[src/rtl/ls_exec_unit.sv]
// Load/store execution unit: one in-order memory op at a time. Computes the
// effective address, runs a req/ack data-memory access, then arbitrates for
// the CDB to broadcast the result. Recovery can squash the op in flight.
module ls_exec_unit #(
  parameter int unsigned DATA_W = 16,
  parameter int unsigned ADDR_W = 16
) (
  input  logic              clk,
  input  logic              rst,
  input  logic              issue,
  input  logic [5:0]        p_rd_in,
  input  logic [3:0]        rob_num_in,
  input  logic              RegDest_in,
  input  logic              mem_ren_in,
  input  logic              mem_wen_in,
  input  logic [15:0]       immed_in,
  input  logic [DATA_W-1:0] rs_data,
  input  logic [DATA_W-1:0] rt_data,
  input  logic              recover,
  input  logic [3:0]        rob_num_rec,
  output logic              lsu_busy,
  output logic              dmem_req,
  output logic              dmem_we,
  output logic [ADDR_W-1:0] dmem_addr,
  output logic [DATA_W-1:0] dmem_wdata,
  input  logic              dmem_ack,
  input  logic [DATA_W-1:0] dmem_rdata,
  output logic              cdb_req,
  input  logic              cdb_gnt,
  output logic              complete,
  output logic [5:0]        p_rd_compl,
  output logic              RegDest_compl,
  output logic [3:0]        rob_num_compl,
  output logic [DATA_W-1:0] result_data
);

  typedef enum logic [1:0] {StIdle, StMem, StCdb} state_e;

  state_e            state_q, state_d;
  logic              squash_q, squash_d;
  logic [5:0]        p_rd_q, p_rd_d;
  logic [3:0]        rob_q, rob_d;
  logic              regdest_q, regdest_d;
  logic              load_q, load_d;
  logic [ADDR_W-1:0] addr_q, addr_d;
  logic [DATA_W-1:0] wdata_q, wdata_d;
  logic [DATA_W-1:0] rdata_q, rdata_d;

  logic              kill;
  logic [ADDR_W-1:0] imm_sext;
  logic [ADDR_W-1:0] eff_addr;

  // Recovery only matters for the op actually held here.
  assign kill     = recover && (rob_num_rec == rob_q) && (state_q != StIdle);
  assign imm_sext = ADDR_W'($signed(immed_in));
  assign eff_addr = ADDR_W'(rs_data) + imm_sext;

  // State and latched op fields; async reset aborts any op in flight.
  always_ff @(posedge clk or negedge rst) begin
    if (!rst) begin
      state_q   <= StIdle;
      squash_q  <= 1'b0;
      p_rd_q    <= '0;
      rob_q     <= '0;
      regdest_q <= 1'b0;
      load_q    <= 1'b0;
      addr_q    <= '0;
      wdata_q   <= '0;
      rdata_q   <= '0;
    end else begin
      state_q   <= state_d;
      squash_q  <= squash_d;
      p_rd_q    <= p_rd_d;
      rob_q     <= rob_d;
      regdest_q <= regdest_d;
      load_q    <= load_d;
      addr_q    <= addr_d;
      wdata_q   <= wdata_d;
      rdata_q   <= rdata_d;
    end
  end

  // Next-state: accept in IDLE, finish the handshake in MEM, broadcast in CDB.
  always_comb begin
    state_d   = state_q;
    squash_d  = squash_q;
    p_rd_d    = p_rd_q;
    rob_d     = rob_q;
    regdest_d = regdest_q;
    load_d    = load_q;
    addr_d    = addr_q;
    wdata_d   = wdata_q;
    rdata_d   = rdata_q;
    unique case (state_q)
      StIdle: begin
        if (issue && !recover && (mem_ren_in || mem_wen_in)) begin
          p_rd_d    = p_rd_in;
          rob_d     = rob_num_in;
          regdest_d = RegDest_in;
          load_d    = mem_ren_in;
          addr_d    = eff_addr;
          wdata_d   = rt_data;
          rdata_d   = '0;
          squash_d  = 1'b0;
          state_d   = StMem;
        end
      end
      StMem: begin
        if (dmem_ack) begin
          rdata_d  = load_q ? dmem_rdata : '0;
          squash_d = 1'b0;
          // The request is never dropped mid-handshake; a squash only
          // suppresses the broadcast.
          state_d  = (squash_q || kill) ? StIdle : StCdb;
        end else if (kill) begin
          squash_d = 1'b1;
        end
      end
      StCdb: begin
        if (kill || cdb_gnt) state_d = StIdle;
      end
      default: state_d = StIdle;
    endcase
  end

  // Outputs decoded from the registered state; broadcast fields zero outside CDB.
  always_comb begin
    lsu_busy      = (state_q != StIdle);
    dmem_req      = (state_q == StMem);
    dmem_we       = (state_q == StMem) && !load_q;
    dmem_addr     = addr_q;
    dmem_wdata    = wdata_q;
    cdb_req       = (state_q == StCdb);
    complete      = cdb_req && cdb_gnt && !kill;
    p_rd_compl    = '0;
    RegDest_compl = 1'b0;
    rob_num_compl = '0;
    result_data   = '0;
    if (state_q == StCdb) begin
      p_rd_compl    = p_rd_q;
      RegDest_compl = regdest_q && load_q;
      rob_num_compl = rob_q;
      result_data   = rdata_q;
    end
  end

  // Station must honour lsu_busy.
  a_no_issue_when_busy: assert property (@(posedge clk) disable iff (!rst) !(issue && lsu_busy));

endmodule
[config.mk]
export PLATFORM = sky130hd
export DESIGN_NAME = ls_exec_unit
export DESIGN_NICKNAME = d
export VERILOG_FILES = /design/src/rtl/ls_exec_unit.sv
export SDC_FILE = /design/constraint.sdc
export NUM_CORES = 1
export LEC_CHECK = 0
export ABC_AREA = 0
export CORE_AREA = 2 2 96 98
export CTS_CLUSTER_DIAMETER = 50
export DETAILED_ROUTE_END_ITERATION = 10
export DIE_AREA = 0 0 98 100
export PLACE_DENSITY_LB_ADDON = 0.12
export SKIP_LAST_GASP = 1
export SLEW_MARGIN = 30
export SYNTH_ARGS = -nofsm -noshare
export SYNTH_HDL_FRONTEND = slang
export SYNTH_SLANG_ARGS = --single-unit
[constraint.sdc]
create_clock -name clk -period 2.4 [get_ports clk]
set_clock_uncertainty 0.05 [all_clocks]
set_input_delay 0.36 -clock clk [delete_from_list [all_inputs] [get_ports clk]]
set_output_delay 0.36 -clock clk [all_outputs]
set_load 0.005 [all_outputs]
==> results of run 1 <==
## metal layers
layer  vias up  share of wire
met4         0          0.013
met5         -              0
met3        10          0.075
li1       1652              -
met1      1490           0.44
met2        88           0.47
## critical path, stage by stage
cell and delay, ns:
clkdlybuf4s50_1 0.42, xor2_1 0.14, nor3_1 0.20, nand3_1 0.12, and3_1 0.19, clkdlybuf4s50_1 0.45
## path summary, 6_finish.rpt
path / start / end / slack (ns)
max in group asynchronous: rst / state_q[0]$_DFFE_PN0P_ / 1.62
min in group clk: p_rd_q[1]$_DFFE_PN0P_ / p_rd_q[1]$_DFFE_PN0P_ / 0.42
setup / recovery: rob_num_rec[1] / complete / 0.10
hold reg to reg: p_rd_q[1]$_DFFE_PN0P_ / p_rd_q[1]$_DFFE_PN0P_ / 0.42
setup reg to reg: state_q[0]$_DFFE_PN0P_ / dmem_addr[13]$_DFFE_PN0P_ / 0.42
hold / removal: rst / dmem_addr[15]$_DFFE_PN0P_ / 0.04
## cells in the mapped netlist
| cell | instances | area share |
|---|---|---|
| o21a_1 | 2 | 0.0044 |
| or2_4 | 1 | 0.0026 |
| or2_2 | 1 | 0.0018 |
| clkbuf_1 | 17 | 0.019 |
| nand2_1 | 145 | 0.16 |
| and2_1 | 27 | 0.050 |
| ha_1 | 15 | 0.055 |
| nor4b_1 | 1 | 0.0026 |
| buf_2 | 1 | 0.0015 |
| nor3b_1 | 2 | 0.0044 |
| nor2_1 | 14 | 0.015 |
| or4b_4 | 1 | 0.0041 |
| dfrtp_1 | 63 | 0.46 |
| o31a_1 | 1 | 0.0026 |
| nor4_1 | 1 | 0.0018 |
| inv_1 | 4 | 0.0044 |
| xor2_1 | 9 | 0.023 |
| a22o_1 | 1 | 0.0026 |
| a31oi_1 | 3 | 0.0055 |
| nor4_2 | 1 | 0.0037 |
| nand4_1 | 5 | 0.0092 |
| fa_1 | 1 | 0.0059 |
| nor4b_4 | 1 | 0.0070 |
| a211oi_1 | 3 | 0.0066 |
| o21ai_0 | 35 | 0.052 |
| o311ai_1 | 1 | 0.0026 |
| nand3_1 | 4 | 0.0059 |
| and3_1 | 2 | 0.0037 |
| xnor2_1 | 5 | 0.013 |
| a21oi_1 | 10 | 0.015 |
| buf_6 | 1 | 0.0033 |
| a31o_2 | 1 | 0.0026 |
| a21o_1 | 5 | 0.011 |
| a211o_1 | 2 | 0.0052 |
| nor2b_1 | 3 | 0.0055 |
| o31ai_1 | 2 | 0.0044 |
| nand2b_1 | 4 | 0.0074 |
| or3_1 | 1 | 0.0018 |
| nor3_1 | 2 | 0.0029 |
| o211ai_1 | 3 | 0.0066 |
## report_power, final
part | switching, W | internal [W] | total, W | leakage [nW]
combinational | 0.000559 | 0.000816 | 0.00138 | 1.51
sequential | 0.000179 | 0.00137 | 0.00155 | 0.807
clock | 0.000418 | 0.000369 | 0.000787 | 0.0781
## cell type report
class | count | area, µm²
inverter | 4 | 15.0
sequential | 63 | 1580
clock inverter | 6 | 37.5
multi-input combinational | 315 | 1730
clock buffer | 10 | 128
timing repair buffer | 170 | 1660
fill | 814 | 3610
tap | 111 | 139
## state kept, by name (all words and copies together), names as in the netlist
signal	flops
dmem_addr	16
dmem_wdata	16
load_q	1
p_rd_q	6
rdata_q	16
regdest_q	1
rob_q	4
squash_q	1
state_q	2
## per-stage QoR
step                      power, W  utilization  TNS (ns)  cell area, µm²  hold WS [ns]
final                      0.00371        0.594         0            5280        0.0447
after floorplan            0.00211            -         0            3400        0.0144
after global routing       0.00399        0.594         0            5280        0.0991
after CTS                  0.00377        0.594         0            5280        0.0617
after global placement     0.00293        0.575    -0.565            5110         0.400
after detailed placement   0.00296        0.575    -0.837            5110         0.409
## repair_timing
item	4_1_cts	5_1_grt
setup endpoints to repair	0	3
resized for setup	0	1
hold buffers	0	0
## cells by family (layout without fill, tap and decap cells)
kind of cell	Yosys count	count (layout)	synth area share
AND/OR/NAND/NOR	216	216	0.290
AO/OA/AOI/OAI	69	69	0.120
flip-flops	63	63	0.464
buffers and inverters	23	190	0.0280
adder cells (fa/ha/maj)	16	16	0.0612
XOR/XNOR	14	14	0.0361
==> flow_summary.toml, run 1 <==
[status]
status = "finished clean"

[power_and_ir_drop]
leakagePower_nw = 2.40
p_per_area_nw_per_um2 = 702
vdd_ir_drop_max_mv = 0.376

[timing]
finalWorstPathRequiredPeriod_ns = 2.30
fin_crit_sh = 0.958
slew_violations = 0
setup_slack_ns = 0.101
worst_pin_slew_ns = 0.768
rsz0062_at_grt = "false"
setup_viol = 0
finalHoldViolations = 0
slew_headroom = 0.488
max_freq_ghz = 0.435

[synth]
netlist_area_um2 = 3400
ys_types = 40
yosys_register_bits = 63
ys_seq_area_frac = 0.464
synth_cells = 401
ys.warnings.count = 0
syn_nets = 504
syn_avg_cell_area_um2 = 8.47

[route]
routed_wl_um = 8850
ant_nets = 0
avgRoutedWirePerCell_um = 13.0
drcViolationCount = 0
via_per_inst = 4.77
via_count = 3240
drt_iter0_markers = 93
first_pass_iters = 4

[die]
row_count = 35
start_util = 0.382
die_area_um2 = 9800
ios = 151
dieHeight_um = 100
die_w_um = 98
core_um2 = 8890

[layout]
area_growth_pct = 55.6
final_cells = 679
layout_commonest_cell = "clkdlybuf4s50_1"
layout.nets = 666
antenna_cells = 0
final_layout_size_suffix_gt1_frac = 0.0757
layout_common_cells = "clkdlybuf4s50_1, nand2_1, dfrtp_1"

[clock_tree]
clk_latency_ns = 0.33
post_cts_buffers = 0
cts_tree = "yes"
clock_sinks = 63
cts_root_buf = "clkbuf_8"
path_clk_slew_ns = 0.07
cts_buffers = 9
cts_max_level = 3
cts_buffer_depth = 2

[global_routing]
grt_pass1_wl_um = 14600
antenna_found_initial = 0
grtUsageMet2 = 0.312
grt_max_degree = 34
grt_pass1_vias = 3234
grt_overflow = 0
globalRouteMet3Util = 0.0564
grt_use_total = 0.183
top_usage_layer = "met2"
grtUsageMet1 = 0.221

[worst_setup_path]
crit_type = "in -> out"
cp_max_fo = 2
cp.required_ns = 1.99
critPathCaptureType = "output port"
worstPathArrival_ns = 1.89
start_kind = "primary input"
reg2reg_depth = 4

[placed_design]
place_ws_ns = -0.250
dp.cells = 663
dp_hpwl_um = 6820
place_congestion = 0.836
io_buffers = 150

[min_path]
hold_path_class = "in -> async"

[flow_run]
maxCapViolCount = 0
Note: power is estimated with default switching activity, not from simulation.
==> run 2: changes to the inputs <==
Settings changed: ABC_AREA 0 to 1, CORE_AREA 2 2 96 98 to 2 2 99 101, DIE_AREA 0 0 98 100 to 0 0 101 103, SLEW_MARGIN 30 to 20.
Clock period 2.4 ns to 2.1 ns, I/O delays scaled along.
==> flow_summary.toml, run 2 <==
[synth]
ys.warnings.count = 0
synth_cells = 495
syn_avg_cell_area_um2 = 7.24
yosys-top-cells-area = "dfrtp_1, nand2_1, inv_1"
yosys_register_bits = 63
ys_seq_area_frac = 0.440
netlist_area_um2 = 3580
ys_types = 29
synth_top_area_cell = "dfrtp_1"
synth_common_cells = "nand2_1, inv_1, dfrtp_1"
synth_edf_count = 0
synth_top_area_frac = 0.440
syn_nets = 598
ys.flop_type = "dfrtp_1"
ys_async_sr_fraction = 1.00
yosysMostFrequentCell = "nand2_1"

[route]
routed_wl_um = 9340
ant_nets = 0
via_per_inst = 4.57
first_pass_iters = 4
drcViolationCount = 0
via_count = 3554
drt_iter0_markers = 97
avgRoutedWirePerCell_um = 12.0

[placed_design]
placed_cell_area_um2 = 5240
io_buffers = 150
place_congestion = 0.895
dp_hpwl_um = 7180

[clock_tree]
cts_buffer_depth = 2
cts_buffers = 9
cts_root_buf = "clkbuf_8"
cts_tree = "yes"
clk_latency_ns = 0.33
cts_max_level = 3
clock_sinks = 63
path_clk_slew_ns = 0.06

[global_routing]
grt_pass1_vias = 3299
grt_pass1_wl_um = 15000
grt_use_total = 0.184
grt_max_degree = 33
antenna_found_initial = 0
grt_overflow = 0

[die]
row_count = 36
core_um2 = 9460
die_area_um2 = 10400
dieHeight_um = 103
ios = 151
start_util = 0.379
die_w_um = 101

[worst_setup_path]
worstPathArrival_ns = 1.70
cp_max_fo = 27
r2r_slack_ns = 0.43
reg2reg_depth = 6
crit_type = "reg -> out"
r2r-start = "state_q[0]$_DFFE_PN0P_"
cp-startpoint = "state_q[1]$_DFFE_PN0P_"
critPathCapture = "result_data[6]"
cp.required_ns = 1.74
start_kind = "register"
critPathCaptureType = "output port"
reg2reg_to = "rdata_q[3]$_DFFE_PN0P_"

[timing]
slew_headroom = 0.564
finalHoldViolations = 0
max_freq_ghz = 0.484
fin_crit_sh = 0.985
setup_viol = 0
slew_violations = 0
rsz0062_at_grt = "true"
worst_pin_slew_ns = 0.652
finalWorstPathRequiredPeriod_ns = 2.07
setup-tns-final_ns = 0

[power_and_ir_drop]
p_per_area_nw_per_um2 = 886
vdd_ir_drop_max_mv = 0.326
finalPower_w = 0.00487
leakagePower_nw = 2.81

[layout]
area_growth_pct = 53.3
final_layout_size_suffix_gt1_frac = 0.0694
layout.nets = 761
antenna_cells = 0
layout_commonest_cell = "nand2_1"
layout_common_cells = "nand2_1, clkdlybuf4s50_1, inv_1"
postLayoutCellArea_um2 = 5490

[min_path]
hold_path_class = "in -> async"

[status]
status = "finished clean"

[flow_run]
maxCapViolCount = 0
[run 2: cell count changes in the layout (fill, tap and decap cells not counted), sizes merged, moves of 5 or more]
cell | previous run | this run
a21o | 5 | 0
and2 | 27 | 1
clkbuf | 10 | 16
clkdlybuf4s50 | 149 | 140
dlymetal6s2s | 0 | 8
inv | 4 | 74
nand2 | 145 | 181
nand3 | 4 | 35
nor2 | 14 | 45
xor2 | 9 | 0
[run 2: layout make-up]
class	instances	area, µm²
inverter	74	285
fill	923	3970
timing repair buffer	167	1660
sequential	63	1580
clock buffer	16	170
tap	114	143
multi-input combinational	343	1660
[run 2: what timing repair did]
item | 4_1_cts | 5_1_grt
hold buffers | 1 | 0
pin swaps | 1 | 4
setup endpoints to repair | 28 | 25
hold endpoints to repair | 7 | 0
buffers inserted | 2 | 1
gates resized for setup | 9 | 13
[run 2: worst min path at each step]
stage / from / end / slack [ns] / cells past startpoint
global placement: rst / p_rd_q[2]$_DFFE_PN0P_ / 0.13 / 1
global route: rst / p_rd_q[2]$_DFFE_PN0P_ / 0.32 / 2
CTS: rst / p_rd_q[2]$_DFFE_PN0P_ / 0.30 / 2
floorplan: rst / dmem_addr[0]$_DFFE_PN0P_ / -0.03 / 0
finish: rst / p_rd_q[2]$_DFFE_PN0P_ / 0.31 / 2
detailed placement: rst / p_rd_q[2]$_DFFE_PN0P_ / 0.13 / 1
[run 2: metal layers]
layer,vias to the layer above,GRT usage,wire length [µm]
li1,1847,-,-
met1,1596,0.227,4130
met2,94,0.318,4510
met3,17,0.0319,467
met4,0,0.0821,229
met5,-,0,0
[run 2: critical path: stages (launching register included)]
cell and delay, ns:
dfrtp_1 0.34, inv_1 0.09, nor2_4 0.19, inv_8 0.10
nor2_1 0.13, clkdlybuf4s50_1 0.52
[run 2: kinds of logic (layout without fill, tap and decap cells)]
family / count (synthesis) / in the layout / synth area share
AO/OA/AOI/OAI: 47 / 47 / 0.0677
XOR/XNOR: 6 / 6 / 0.0147
adder cells (fa/ha/maj): 16 / 16 / 0.0579
buffers and inverters: 89 / 257 / 0.104
flip-flops: 63 / 63 / 0.440
AND/OR/NAND/NOR: 274 / 274 / 0.316
[run 2: through the flow]
| stage | hold WS (ns) | worst slack [ns] | instances | utilization |
|---|---|---|---|---|
| 3_3_place_gp | 0.127 | -0.134 | 757 | 0.554 |
| 6_report | 0.305 | 0.0319 | 777 | 0.581 |
| 5_1_grt | 0.320 | -0.0520 | 777 | 0.581 |
| 2_1_floorplan | -0.0306 | 0.377 | 495 | - |
| 3_5_place_dp | 0.127 | -0.206 | 757 | 0.554 |
| 4_1_cts | 0.298 | 0.0213 | 776 | 0.577 |
[run 2: report_power, final]
part,switching [W],internal [W]
sequential,0.000203,0.00165
clock,0.000418,0.000496
combinational,0.000987,0.00111
total,0.00161,0.00326
==> run 3: changes to the inputs <==
Settings changed: ABC_AREA 1 to 0, CORE_AREA 2 2 99 101 to 2 2 98 100, DIE_AREA 0 0 101 103 to 0 0 100 102.
==> flow_summary.toml, run 3 (synthesis results as in run 1) <==
[status]
status = "finished clean"

[timing]
finalHoldViolations = 0
fin_crit_sh = 0.988
rsz0062_at_grt = "true"
worst_pin_slew_ns = 0.514
setup_viol = 0
whs_ns = 0.307
finalWorstPathRequiredPeriod_ns = 2.08
slew_violations = 0
max_freq_ghz = 0.482
setup-tns-final_ns = 0
slew_headroom = 0.657
setup_slack_ns = 0.0250

[global_routing]
grt_pass1_wl_um = 15700
grt_pass1_vias = 3468
grt_overflow = 0
grt_use_total = 0.193
grt_max_degree = 64
antenna_found_initial = 0

[placed_design]
place_ws_ns = -0.607
place_congestion = 0.814
io_buffers = 150
placed_cell_area_um2 = 5330
dp_hpwl_um = 6960

[worst_setup_path]
crit_type = "in -> reg"
cpLargestDelayFamily = "compound AO/OA/AOI/OAI gates"
cp_slowest_stage_delay_ns = 0.50
cp.required_ns = 2.27
critical_path.cell_chain = "clkdlybuf4s50_1 > ha_1 > a21o_1 > nand4_1 > a31oi_1 > nor2_1 > nor4_2 > a211o_1"
cp_max_fo = 5
start_kind = "primary input"
critPathCaptureType = "register"
worstPathArrival_ns = 2.24
cp.buffers_inverters = 1
cpMaxStageDelayCell = "clkdlybuf4s50_1"

[layout]
layout_common_cells = "nand2_1, clkdlybuf4s50_1, dfrtp_1"
seqCellArea_um2 = 1580
postLayoutCellArea_um2 = 5680
layout.nets = 700
area_growth_pct = 67.2
multi_input_area_um2 = 1770
layout_commonest_cell = "nand2_1"
final_layout_size_suffix_gt1_frac = 0.141
fill_cells = 847
antenna_cells = 0

[power_and_ir_drop]
power.switching_w = 0.00136
p_per_area_nw_per_um2 = 790
swShare = 0.302
leakagePower_nw = 2.80
p_clk_frac = 0.218
internal_power_w = 0.00313
vdd_ir_drop_max_mv = 0.478
seqPwrFrac = 0.397
power_frac_comb = 0.385

[clock_tree]
path_clk_slew_ns = 0.07
clk_latency_ns = 0.33
cts_root_buf = "clkbuf_8"
cts_tree = "yes"
cts_buffer_depth = 2
cts_max_level = 3
cts_buffers = 9
clock_sinks = 63

[die]
die_area_um2 = 10200
ios = 151
start_util = 0.373
die_w_um = 100
core_um2 = 9110
dieHeight_um = 102
row_count = 35

[route]
ant_nets = 0
routed_wl_um = 9450
via_count = 3422
avgRoutedWirePerCell_um = 13.3
via_per_inst = 4.81
first_pass_iters = 4
drcViolationCount = 0
drt_iter0_markers = 86

[flow_run]
maxCapViolCount = 0

[min_path]
hold_path_class = "in -> reg"
[run 3: cell count changes in the layout (fill, tap and decap cells not counted), sizes merged, moves of 26 or more]
cell / previous run / this run
inv: 74 / 4
buf: 17 / 54
nand2: 181 / 145
nand3: 35 / 4
nor2: 45 / 14
and2: 1 / 27
[run 3: area by class of cell]
cell class,count,share of cell area
Clock buffer,12,0.0291
Clock inverter,3,0.00308
Inverter,4,0.00264
Multi-Input combinational cell,315,0.312
Sequential cell,63,0.278
Tap cell,111,0.0245
Timing Repair Buffer,204,0.351
[run 3: worst reg2reg max path: stages, from the launching register on]
cell     delay, ns
dfrtp_2       0.42
buf_4         0.15
or2_4         0.24
or4b_4        0.54
a211o_1       0.31
a211o_1       0.22
[run 3: power by group through the flow]
stage	Sequential, W	Combinational (W)	Clock [W]
final	0.00178	0.00173	0.000979
after global routing	0.00183	0.00192	0.00107
after CTS	0.00178	0.00173	0.00102
after detailed placement	0.00180	0.00167	0
after global placement	0.00179	0.00164	0
after floorplan	0.00178	0.000634	0
[run 3: path summary, 6_finish.rpt]
check | startpoint | endpoint | slack [ns] | cells past startpoint
min in group asynchronous | rst | dmem_addr[14]$_DFFE_PN0P_ | 0.48 | 3
max in group asynchronous | rst | state_q[0]$_DFFE_PN0P_ | 1.22 | 3
worst max-delay path | rs_data[1] | dmem_addr[13]$_DFFE_PN0P_ | 0.02 | 8
worst min-delay path | immed_in[0] | dmem_addr[0]$_DFFE_PN0P_ | 0.31 | 4
worst min register to register | p_rd_q[5]$_DFFE_PN0P_ | p_rd_q[5]$_DFFE_PN0P_ | 0.41 | 2
worst max register to register | state_q[0]$_DFFE_PN0P_ | dmem_addr[13]$_DFFE_PN0P_ | 0.07 | 5
[run 3: through the flow]
| step | power [W] | utilization | instances |
|---|---|---|---|
| floorplan | 0.00241 | - | 401 |
| detailed placement | 0.00347 | 0.586 | 687 |
| global placement | 0.00343 | 0.586 | 687 |
| CTS | 0.00453 | 0.614 | 709 |
| global route | 0.00483 | 0.623 | 712 |
| finish | 0.00448 | 0.623 | 712 |
[run 3: what timing repair did]
action | 4_1_cts | 5_1_grt
resized for setup | 9 | 23
setup endpoints to repair | 24 | 42
hold buffers | 1 | 0
cloned | 1 | 0
setup buffers | 5 | 3
hold endpoints to repair | 63 | 0
pin swaps | 5 | 9
[run 3: per-layer routing]
metal	up-vias	GRT usage	share of wire
met2	116	0.333	0.49
met3	10	0.0718	0.083
met1	1578	0.230	0.42
met4	0	0.0453	0.0096
met5	-	0	0
li1	1718	-	-
